$ cat src/rtl/rf_wr_arbiter_if.sv
// Register-file write-port bus shared between the requesters and the arbiter.
interface rf_wr_arbiter_if #(
  parameter int unsigned NREQ = 3,
  parameter int unsigned DW   = 32,
  parameter int unsigned AW   = 4
);
  logic [NREQ-1:0]    req;
  logic [NREQ*AW-1:0] req_addr;
  logic [NREQ*DW-1:0] req_data;
  logic [NREQ-1:0]    gnt;
  logic               rf_we;
  logic [AW-1:0]      rf_waddr;
  logic [DW-1:0]      rf_wdata;
  logic               busy;

  // Requester side: drives requests, observes grants and the rf write port.
  modport master (
    output req, req_addr, req_data,
    input  gnt, rf_we, rf_waddr, rf_wdata, busy
  );

  // Arbiter side.
  modport slave (
    input  req, req_addr, req_data,
    output gnt, rf_we, rf_waddr, rf_wdata, busy
  );
endinterface

$ cat src/rtl/rf_wr_arbiter.sv
// Round-robin arbiter for the single register-file write port.
// Grant, address, data and write enable are registered; busy is combinational.
module rf_wr_arbiter #(
  parameter int unsigned NREQ = 3,
  parameter int unsigned DW   = 32,
  parameter int unsigned AW   = 4
) (
  input  logic            clk,
  input  logic            rst_f,
  input  logic            hold,
  rf_wr_arbiter_if.slave  bus
);

  localparam int unsigned PW = (NREQ > 1) ? $clog2(NREQ) : 1;

  logic [PW-1:0]   ptr_q, ptr_d;
  logic [NREQ-1:0] gnt_q, gnt_d;
  logic            we_q, we_d;
  logic [AW-1:0]   waddr_q, waddr_d;
  logic [DW-1:0]   wdata_q, wdata_d;

  logic [NREQ-1:0] elig;
  logic            found;
  logic [PW-1:0]   win;
  logic [AW-1:0]   win_addr;
  logic [DW-1:0]   win_data;

  // Find the first eligible requester scanning upward from ptr with wrap.
  always_comb begin
    int unsigned idx;
    elig  = bus.req & ~gnt_q;
    found = 1'b0;
    win   = '0;
    idx   = 0;
    for (int unsigned k = 0; k < NREQ; k++) begin
      idx = (32'(ptr_q) + k) % NREQ;
      if (!found && elig[PW'(idx)]) begin
        found = 1'b1;
        win   = PW'(idx);
      end
    end
  end

  // Route the winner's address/data slice.
  always_comb begin
    win_addr = '0;
    win_data = '0;
    for (int unsigned i = 0; i < NREQ; i++) begin
      if (PW'(i) == win) begin
        win_addr = bus.req_addr[i*AW +: AW];
        win_data = bus.req_data[i*DW +: DW];
      end
    end
  end

  // Next grant state; address/data and ptr hold when nothing is granted.
  always_comb begin
    gnt_d   = '0;
    we_d    = 1'b0;
    waddr_d = waddr_q;
    wdata_d = wdata_q;
    ptr_d   = ptr_q;
    if (!hold && found) begin
      gnt_d[win] = 1'b1;
      waddr_d    = win_addr;
      wdata_d    = win_data;
      we_d       = |win_addr;
      ptr_d      = (32'(win) == NREQ - 1) ? '0 : win + PW'(1);
    end
  end

  // Grant and write-port registers; reset kills any in-flight write.
  always_ff @(posedge clk or negedge rst_f) begin
    if (!rst_f) begin
      ptr_q   <= '0;
      gnt_q   <= '0;
      we_q    <= 1'b0;
      waddr_q <= '0;
      wdata_q <= '0;
    end else begin
      ptr_q   <= ptr_d;
      gnt_q   <= gnt_d;
      we_q    <= we_d;
      waddr_q <= waddr_d;
      wdata_q <= wdata_d;
    end
  end

  assign bus.gnt      = gnt_q;
  assign bus.rf_we    = we_q;
  assign bus.rf_waddr = waddr_q;
  assign bus.rf_wdata = wdata_q;
  assign bus.busy     = |(bus.req & ~gnt_q);

endmodule
$ cat src/flat_wrapper.sv
// flat-port wrapper written by rule: the top's interface ports become plain ports
module rf_wr_arbiter_flat 
#(
  parameter int unsigned NREQ = 3,
  parameter int unsigned DW   = 32,
  parameter int unsigned AW   = 4
)
  (clk, rst_f, hold, bus_req, bus_req_addr, bus_req_data, bus_gnt, bus_rf_we, bus_rf_waddr, bus_rf_wdata, bus_busy);
  rf_wr_arbiter_if #(.NREQ(NREQ), .DW(DW), .AW(AW)) bus_i ();
  input  logic clk;
  input  logic rst_f;
  input  logic hold;
  input wire logic [$bits(bus_i.req)-1:0] bus_req;
  input wire logic [$bits(bus_i.req_addr)-1:0] bus_req_addr;
  input wire logic [$bits(bus_i.req_data)-1:0] bus_req_data;
  output wire logic [$bits(bus_i.gnt)-1:0] bus_gnt;
  output wire logic [$bits(bus_i.rf_we)-1:0] bus_rf_we;
  output wire logic [$bits(bus_i.rf_waddr)-1:0] bus_rf_waddr;
  output wire logic [$bits(bus_i.rf_wdata)-1:0] bus_rf_wdata;
  output wire logic [$bits(bus_i.busy)-1:0] bus_busy;
  assign bus_i.req = bus_req;
  assign bus_i.req_addr = bus_req_addr;
  assign bus_i.req_data = bus_req_data;
  assign bus_gnt = bus_i.gnt;
  assign bus_rf_we = bus_i.rf_we;
  assign bus_rf_waddr = bus_i.rf_waddr;
  assign bus_rf_wdata = bus_i.rf_wdata;
  assign bus_busy = bus_i.busy;
  rf_wr_arbiter #(.NREQ(NREQ), .DW(DW), .AW(AW)) u_core (.clk(clk), .rst_f(rst_f), .hold(hold), .bus(bus_i));
endmodule
$ cat config.mk
export PLATFORM = sky130hd
export DESIGN_NAME = rf_wr_arbiter_flat
export DESIGN_NICKNAME = d
export VERILOG_FILES = /design/src/rtl/rf_wr_arbiter_if.sv /design/src/rtl/rf_wr_arbiter.sv /design/src/flat_wrapper.sv
export SDC_FILE = /design/constraint.sdc
export NUM_CORES = 1
export LEC_CHECK = 0
export BUFFER_PORTS_ARGS = -buffer_cell sky130_fd_sc_hd__buf_4
export CAP_MARGIN = 20
export CORE_UTILIZATION = 40
export DETAILED_ROUTE_END_ITERATION = 16
export GPL_TIMING_DRIVEN = 0
export PLACE_DENSITY = 0.76
export REMOVE_ABC_BUFFERS = 1
export SLEW_MARGIN = 15
export SYNTH_ARGS = -nofsm -noshare
export SYNTH_HDL_FRONTEND = slang
export SYNTH_SLANG_ARGS = --single-unit
$ cat constraint.sdc
create_clock -name clk -period 3.79 [get_ports clk]
set_clock_uncertainty 0.05 [all_clocks]
set_input_delay 0.379 -clock clk [delete_from_list [all_inputs] [get_ports clk]]
set_output_delay 0.379 -clock clk [all_outputs]
set_load 0.005 [all_outputs]
== After elaboration in Yosys (flattened, before gate mapping) ==
Index checks and enable logic that the tools add are counted.
Storage, ports and cells
  logic and storage cells: 54
  output and inout port bits: 41
  input port bits: 114
  register bits: 42
Operators by class
  divide/modulo/power cells: 3
  reductions and logical operators: 10
  add/sub/neg operators: 3
  equal/unequal tests: 3
  $lt $le $gt $ge: 5
  bitwise logic cells: 2
  muxes and demuxes: 23
Operators with widths (number)
  $mux 32: 3
  $mod 32x2->32 const B: 2
  $mod 2x2->32 const B: 1
  $lt 2x3->1 const B: 4
  $mux 4: 3
  $mux 1: 8
  $mux 2: 4
  $bmux 1 s2: 3
  $logic_and 1x1->1: 4
  $reduce_or 4->1: 1
  $add 2x1->3 const B: 1
  $add 2x2->3 const B: 1
  $and 3x3->3: 1
  $logic_not 1->1: 3
  $mux 3: 1
  $not 3->3: 1
  $reduce_or 3->1: 1
  $add 2x1->2 const B: 1
  $demux 1 s2: 1
  $eq 1x2->1 const A: 1
  $eq 2x2->1 const A: 1
  $eq 2x2->1 const B: 1
  $ge 2x1->1 const B: 1
  $logic_not 2->1: 1

== Logic depth before layout (Yosys ltp) ==
Gate-level depths: netlist of the first run.
  depth in word-level cells: 17
  mapped depth: 10
  depth with buffers taken out: 8

== Worst setup path before layout of the first run ==
Ideal clock, no wire load.
  kind: register -> register
  from: reg u_core.ptr_q[0]
  to: reg u_core.we_q (netlist: u_core.bus.rf_we)
  period minus slack after synthesis: 2.326 ns
  cell stages (with the launch flop): 10
  arrival time: 2.142 ns
  setup slack: 1.464 ns
  setup time: 0.134 ns
  buffers on the path: 1
  required time: 3.606 ns
  cells stage by stage: dfrtp_1 inv_1 ha_1 and2_1 o21a_1 or3_1 buf_2 o22a_1 a221oi_2 o211ai_2
On the way
  longest elaborated chain between the ends: 16
  elaborated cells on any way between the ends: 30
  classes of those cells: add/sub (2); div (3); eq/ne (2); mux (16); reduce/logical (7)
RTL lines
  from (decl): line rf_wr_arbiter.sv:16  | logic [PW-1:0] ptr_q, ptr_d;
  from (signal assigned): line rf_wr_arbiter.sv:81  | ptr_q <= ptr_d;
  branches (longest 15 deep; another with $mod 32x2->32)
  $mux 1 *: line rf_wr_arbiter.sv:63  | if (!hold && found) begin
  net u_core.we_d: line rf_wr_arbiter.sv:18  | logic we_q, we_d;
  to (signal assigned): line rf_wr_arbiter.sv:83  | we_q <= we_d;
  to (decl): line rf_wr_arbiter.sv:18
Mark *: on every way through the listed nets, which the timed path passes. The select of a mux whose other input is x is not followed.
A chain may end at the register's enable or synchronous reset.

== Final worst setup path of the first run ==
Same ends and word-level chain as after synthesis.

==> load_flow_metrics.sql, run 1 <==
INSERT INTO impl_metrics (metric_group, metric, value, unit) VALUES
('outcome', 'status', 'complete, no violations', ''),
('clock_tree', 'post-cts-setup-buffer-count', '0', ''),
('pwr', 'total_switching_power', '1.03', 'mW'),
('pwr', 'power.internal', '1.68', 'mW'),
('clock_tree', 'tritoncts_num_sinks', '42', ''),
('logic_synthesis', 'synth_enable_flop_cells', '0', ''),
('logic_synthesis', 'synthCells', '275', ''),
('logic_synthesis', 'synth-seq-cells', '42', ''),
('clock_tree', 'postCtsResizedCells', '0', ''),
('logic_synthesis', 'async_flop_share', '1.00', ''),
('grt', 'grt_start_max_net_pins', '57', ''),
('logic_synthesis', 'netlist.top_cell.by_area', 'dfrtp_1', ''),
('grt', 'wire_length_of_the_first_global_routing_pass', '11000', 'um'),
('pwr', 'switching_share', '0.379', ''),
('cells_and_area', 'diodes', '0', ''),
('logic_synthesis', 'yosys.cell_types.count', '40', ''),
('sta', 'slew_violations', '0', ''),
('floorplanning', 'fp.dieW', '79.7', 'um'),
('floorplanning', 'pin_count', '155', ''),
('detailed_routing', 'drt-vias-per-instance', '5.09', ''),
('placed_design', 'post-dp-hpwl', '5060', 'um'),
('clock_tree', 'cts.clk_slew.worst_paths', '0.08', 'ns'),
('sta', 'post-route-min-period', '3.05', 'ns'),
('clock_tree', 'clk-insertion-delay-late', '0.28', 'ns'),
('worst_setup_path', 'worst_setup_path_start_kind', 'flip-flop', ''),
('grt', 'globalRoute.totalOverflow', '0', ''),
('worst_setup_path', 'critPathRequiredTime', '3.95', 'ns'),
('worst_setup_path', 'path_class', 'flip-flop to flip-flop', ''),
('logic_synthesis', 'sequential_cell_area_fraction_in_the_yosys_report', '0.435', ''),
('worst_setup_path', 'cp_max_fo', '56', ''),
('placed_design', 'placedInstanceArea', '3650', 'um2'),
('clock_tree', 'cts-buffers-inserted', '5', ''),
('cells_and_area', 'finish.cell_count_without_fillers', '494', ''),
('floorplanning', 'fp.dieArea', '6360', 'um2'),
('pwr', 'irDropWorstVdd', '0.670', 'mV'),
('logic_synthesis', 'synth_largest_type_area_fraction', '0.435', ''),
('floorplanning', 'die_height', '79.7', 'um'),
('logic_synthesis', 'yosysWarningCount', '0', ''),
('cells_and_area', 'area.sequential', '1050', 'um2'),
('sta', 'timing_worst_slew_pin_value', '1.01', 'ns'),
('cells_and_area', 'nNetsFinal', '537', ''),
('sta', 'timing_hold_violations_final', '0', ''),
('logic_synthesis', 'main_combinational_cell_family_by_area_after_synthesis', 'simple AND/OR/NAND/NOR gates', ''),
('pwr', 'comb_power_share', '0.602', ''),
('detailed_routing', 'ant_nets', '0', ''),
('worst_hold_path', 'min-delay-path-class', 'primary input to async pin', ''),
('worst_setup_path', 'startpoint', 'u_core.ptr_q[0]', ''),
('logic_synthesis', 'post_synth_instance_area', '2420', 'um2'),
('detailed_routing', 'post-route-drc-count', '0', ''),
('sta', 'maxClockFrequency', '328', 'MHz'),
('logic_synthesis', 'compound_cell_area_share_of_the_yosys_netlist', '0.200', ''),
('clock_tree', 'root_buffer', 'clkbuf_8', ''),
('cells_and_area', 'mostFrequentLayoutCells', 'buf_4, nand2_1, dfrtp_1', ''),
('sta', 'max-slew-margin-rel', '0.324', ''),
('floorplanning', 'core_area', '5680', 'um2'),
('cells_and_area', 'n_fill_cell', '498', ''),
('cells_and_area', 'area_of_combinational_cells_with_multiple_inputs', '1280', 'um2'),
('detailed_routing', 'postRouteWirelength', '6670', 'um'),
('logic_synthesis', 'synth_mux_area_frac', '0.0932', ''),
('cells_and_area', 'final_common_cell', 'buf_4', ''),
('cells_and_area', 'finalInstanceArea', '3750', 'um2'),
('logic_synthesis', 'synth_fa_ha_area_frac', '0.0150', ''),
('sta', 'min_period_over_period', '0.805', ''),
('pwr', 'powerDensity', '722', 'nW/um2'),
('clock_tree', 'ctsLongestPathBuffers', '2', ''),
('placed_design', 'post-place-cells', '485', ''),
('worst_setup_path', 'critical_path.reg2reg.startpoint', 'u_core.ptr_q[0]', ''),
('worst_setup_path', 'worst_setup_path_end_kind', 'flip-flop', ''),
('worst_setup_path', 'worst-endpoint-arrival', '3.21', 'ns'),
('grt', 'grt.total_usage', '0.222', ''),
('detailed_routing', 'drt_pass1_iterations', '4', '');
[routing by layer]
metal | routed length, um | vias up | track usage | part of all wire
met1 | 2730 | 1159 | 0.251 | 0.41
met3 | 468 | 4 | 0.0537 | 0.070
met4 | 48 | 0 | 0.0600 | 0.0072
met5 | 0 | - | 0 | 0
met2 | 3430 | 91 | 0.412 | 0.51
li1 | - | 1258 | - | -
[worst max-delay path: stages, from the launching register on]
cell	delay [ns]
dfrtp_1	0.38
inv_1	0.05
ha_1	0.37
a211oi_1	0.54
or2_2	0.87
o22ai_1	0.19
or3_4	0.42
o211ai_2	0.06
[synthesized netlist by cell type (2+ instances only)]
| library cell | count |
|---|---|
| nor2_1 | 38 |
| a21oi_1 | 2 |
| inv_1 | 3 |
| nor3_1 | 3 |
| mux2_2 | 20 |
| nor2b_2 | 2 |
| ha_1 | 2 |
| a311oi_1 | 12 |
| buf_2 | 11 |
| a31oi_1 | 20 |
| or3_1 | 2 |
| dfrtp_1 | 42 |
| o21a_1 | 2 |
| clkbuf_1 | 7 |
| nand2_1 | 71 |
| a21o_1 | 14 |
[final timing paths]
check                                                to  slack, ns  cells after the start
min in group clk                       u_core.bus.rf_we       0.35                      3
worst min-delay path            u_core.bus.rf_wdata[27]       0.01                      1
worst max-delay path                   u_core.bus.rf_we       0.74                      7
worst max register to register         u_core.bus.rf_we       0.74                      7
max in group asynchronous       u_core.bus.rf_wdata[16]       3.31                      1
worst min register to register  u_core.bus.rf_wdata[27]       0.43                      1
[power by group through the flow]
stage | combinational, mW | sequential, mW | clock (mW)
detailed placement | 1.64 | 0.797 | 0
global placement | 1.52 | 0.786 | 0
finish | 1.63 | 0.790 | 0.289
CTS | 1.64 | 0.791 | 0.300
floorplan | 0.883 | 0.808 | 0
global route | 1.81 | 0.821 | 0.321
[metrics by stage]
stage | hold slack, ns | util | setup slack [ns]
floorplan | 0.0334 | - | 0.640
global placement | 0.351 | 0.628 | -0.0283
detailed placement | 0.349 | 0.643 | 0.743
CTS | 0.0288 | 0.659 | 0.704
global route | 0.0556 | 0.661 | 0.421
finish | 0.0142 | 0.661 | 0.741
[kinds of logic after synthesis]
group,count (synthesis)
simple gates,124
compound gates,63
flops,42
buf+inv,23
mux,20
fa+ha+maj,3
[flip-flops by register name, summed over array words and instances (netlist names)]
name                 count
u_core.bus.rf_wdata     32
u_core.bus.rf_waddr      4
u_core.bus.gnt           3
u_core.ptr_q             2
u_core.bus.rf_we         1
[final cells by class]
cell class,instances,area share
clock inverter,1,0.00133
sequential,42,0.280
clock buffer,7,0.0230
timing repair buffer,159,0.328
tap,72,0.0240
inverter,3,0.00300
multi-input combinational,210,0.340
(Power assumes the default switching activity.)
==> inputs of run 2 (changes only) <==
Settings changed: CORE_UTILIZATION 40 to 39, PLACE_DENSITY 0.76 to 0.78.
Clock period 3.79 ns to 2.8 ns, I/O delays scaled along.
==> load_flow_metrics.sql, run 2 (synthesis results as in run 1) <==
INSERT INTO impl_metrics (metric_group, metric, value, unit) VALUES
('outcome', 'status', 'complete, no violations', ''),
('pwr', 'powerDensity', '986', 'nW/um2'),
('grt', 'grt_antenna_before_repair', '0', ''),
('worst_setup_path', 'critPathRequiredTime', '2.91', 'ns'),
('sta', 'maxClockFrequency', '373', 'MHz'),
('placed_design', 'gpl.final_weighted_congestion', '0.770', ''),
('cells_and_area', 'nNetsFinal', '538', ''),
('pwr', 'power.internal', '2.27', 'mW'),
('detailed_routing', 'ant_nets', '0', ''),
('detailed_routing', 'drt-vias-per-instance', '5.17', ''),
('cells_and_area', 'final_common_cell', 'buf_4', ''),
('cells_and_area', 'mostFrequentLayoutCells', 'buf_4, nand2_1, dfrtp_1', ''),
('sta', 'min_period_over_period', '0.958', ''),
('detailed_routing', 'post-route-drc-count', '0', ''),
('worst_setup_path', 'worst_setup_path_end_kind', 'flip-flop', ''),
('cells_and_area', 'n_fill_cell', '530', ''),
('pwr', 'irDropWorstVdd', '0.755', 'mV'),
('sta', 'timing_hold_violations_final', '0', ''),
('grt', 'grt_start_max_net_pins', '43', ''),
('job', 'max-cap-violations', '0', ''),
('pwr', 'power.sequential.fraction', '0.289', ''),
('sta', 'setup_tns', '0', 'ns'),
('sta', 'post-route-min-period', '2.68', 'ns'),
('grt', 'grt.total_usage', '0.219', ''),
('detailed_routing', 'drt_pass1_iterations', '4', ''),
('clock_tree', 'tritoncts_clock_tree', 'built', ''),
('clock_tree', 'root_buffer', 'clkbuf_8', ''),
('cells_and_area', 'area_of_combinational_cells_with_multiple_inputs', '1300', 'um2'),
('grt', 'first_global_vias', '2409', ''),
('detailed_routing', 'avgRoutedWirePerCell', '14.2', 'um'),
('floorplanning', 'start_util', '0.406', ''),
('sta', 'rsz_0062_raised_after_global_routing', 'false', ''),
('worst_setup_path', 'cp_max_fo', '31', ''),
('cells_and_area', 'area.sequential', '1050', 'um2'),
('detailed_routing', 'vias', '2564', ''),
('worst_setup_path', 'rrSetupSlack', '0.12', 'ns'),
('sta', 'finalSetupViolCount', '0', ''),
('cells_and_area', 'diodes', '0', ''),
('pwr', 'clock_share_of_power', '0.101', ''),
('pwr', 'switching_share', '0.387', ''),
('worst_setup_path', 'path_class', 'flip-flop to flip-flop', ''),
('pwr', 'p_leak', '1.92', 'nW'),
('floorplanning', 'fp.dieArea', '6510', 'um2'),
('sta', 'slew_violations', '0', ''),
('clock_tree', 'cts.clk_slew.worst_paths', '0.08', 'ns'),
('pwr', 'totalPowerFinal', '3.71', 'mW'),
('sta', 'max-slew-margin-rel', '0.455', ''),
('clock_tree', 'clk-insertion-delay-late', '0.28', 'ns'),
('clock_tree', 'cts-buffers-inserted', '5', ''),
('clock_tree', 'ctsLongestPathBuffers', '2', ''),
('pwr', 'total_switching_power', '1.44', 'mW'),
('grt', 'globalRoute.totalOverflow', '0', ''),
('worst_hold_path', 'min-delay-path-class', 'primary input to flip-flop', ''),
('detailed_routing', 'drt_iter0_markers', '97', ''),
('cells_and_area', 'flip_flop_count_of_the_largest_register_all_copies_and_words_added', '32', ''),
('worst_setup_path', 'worst-endpoint-arrival', '2.79', 'ns'),
('floorplanning', 'fp.dieW', '80.7', 'um'),
('clock_tree', 'tritoncts_num_sinks', '42', ''),
('cells_and_area', 'synthesis_to_layout_area_growth', '55.8', '%'),
('worst_setup_path', 'worst_setup_path_start_kind', 'flip-flop', ''),
('pwr', 'comb_power_share', '0.610', ''),
('grt', 'wire_length_of_the_first_global_routing_pass', '10900', 'um'),
('floorplanning', 'fp-row-count', '28', ''),
('clock_tree', 'ctsHtreeMaxLevel', '2', ''),
('floorplanning', 'pin_count', '155', ''),
('sta', 'timing_worst_slew_pin_value', '0.816', 'ns'),
('placed_design', 'post-dp-hpwl', '5120', 'um'),
('detailed_routing', 'postRouteWirelength', '7040', 'um'),
('floorplanning', 'core_area', '5960', 'um2'),
('cells_and_area', 'final_layout_size_suffix_gt1_frac', '0.473', ''),
('floorplanning', 'die_height', '80.7', 'um'),
('placed_design', 'placement.io_buffers', '154', '');
[run 2: cell types whose count changed in the layout (fill, tap and decap cells not counted), sizes merged]
cell         previous run  this run
dlygate4sd3             0         1
clkinv                  1         0
clkbuf                  7         6
or2                     1         2
buf                   159       158
[run 2: final cells by class]
type / count / area share
multi-input combinational: 211 / 0.345
tap: 75 / 0.0249
timing repair buffer: 159 / 0.326
clock buffer: 6 / 0.0219
sequential: 42 / 0.279
inverter: 3 / 0.00299
[run 2: worst max-delay path, stage by stage (launching register included)]
cell      delay [ns]
dfrtp_1         0.37
inv_1           0.05
ha_1            0.38
and2_1          0.18
o21a_1          0.21
or3_4           0.47
buf_16          0.22
o22a_1          0.24
a221oi_2        0.28
o211ai_2        0.09
[run 2: what timing repair did]
action,CTS,global route
pin swaps,1,1
setup buffers,0,0
setup endpoints to repair,36,1
cloned,1,0
hold buffers,1,0
gates resized for setup,5,0
hold endpoints to repair,42,0
[run 2: routing by layer]
layer  vias up  GRT usage  share of wire
met5         -          0              0
met4         0     0.0643          0.017
met3        12     0.0523          0.062
met2        95      0.395           0.51
met1      1205      0.256           0.41
li1       1252          -              -
[run 2: power groups by stage]
stage	Sequential [mW]	Combinational [mW]	Clock [mW]
finish	1.07	2.27	0.376
global placement	1.07	2.06	0
CTS	1.07	2.28	0.392
floorplan	1.09	1.20	0
global route	1.11	2.48	0.421
detailed placement	1.08	2.24	0
[run 2: final timing paths]
| check | from | end | depth (start not counted) |
|---|---|---|---|
| hold reg to reg | u_core.bus.rf_wdata[3] | u_core.bus.rf_wdata[3] | 1 |
| setup / recovery | u_core.ptr_q[0] | u_core.bus.rf_we | 9 |
| setup reg to reg | u_core.ptr_q[0] | u_core.bus.rf_we | 9 |
| max in group asynchronous | rst_f | u_core.bus.rf_wdata[26] | 2 |
| min in group asynchronous | rst_f | u_core.bus.rf_wdata[16] | 2 |
| hold / removal | bus_req_addr[1] | u_core.bus.rf_we | 3 |
[run 2: stage by stage]
stage | hold WS, ns | utilization | std cells | area (um2) | setup slack, ns
final | 0.249 | 0.632 | 496 | 3760 | 0.119
after global routing | 0.246 | 0.632 | 496 | 3760 | 0.000498
after CTS | 0.238 | 0.632 | 496 | 3760 | 0.0987
after detailed placement | 0.252 | 0.613 | 488 | 3650 | -0.287
after global placement | 0.250 | 0.599 | 484 | 3570 | -1.08
after floorplan | -0.0656 | - | 255 | 2320 | -0.350
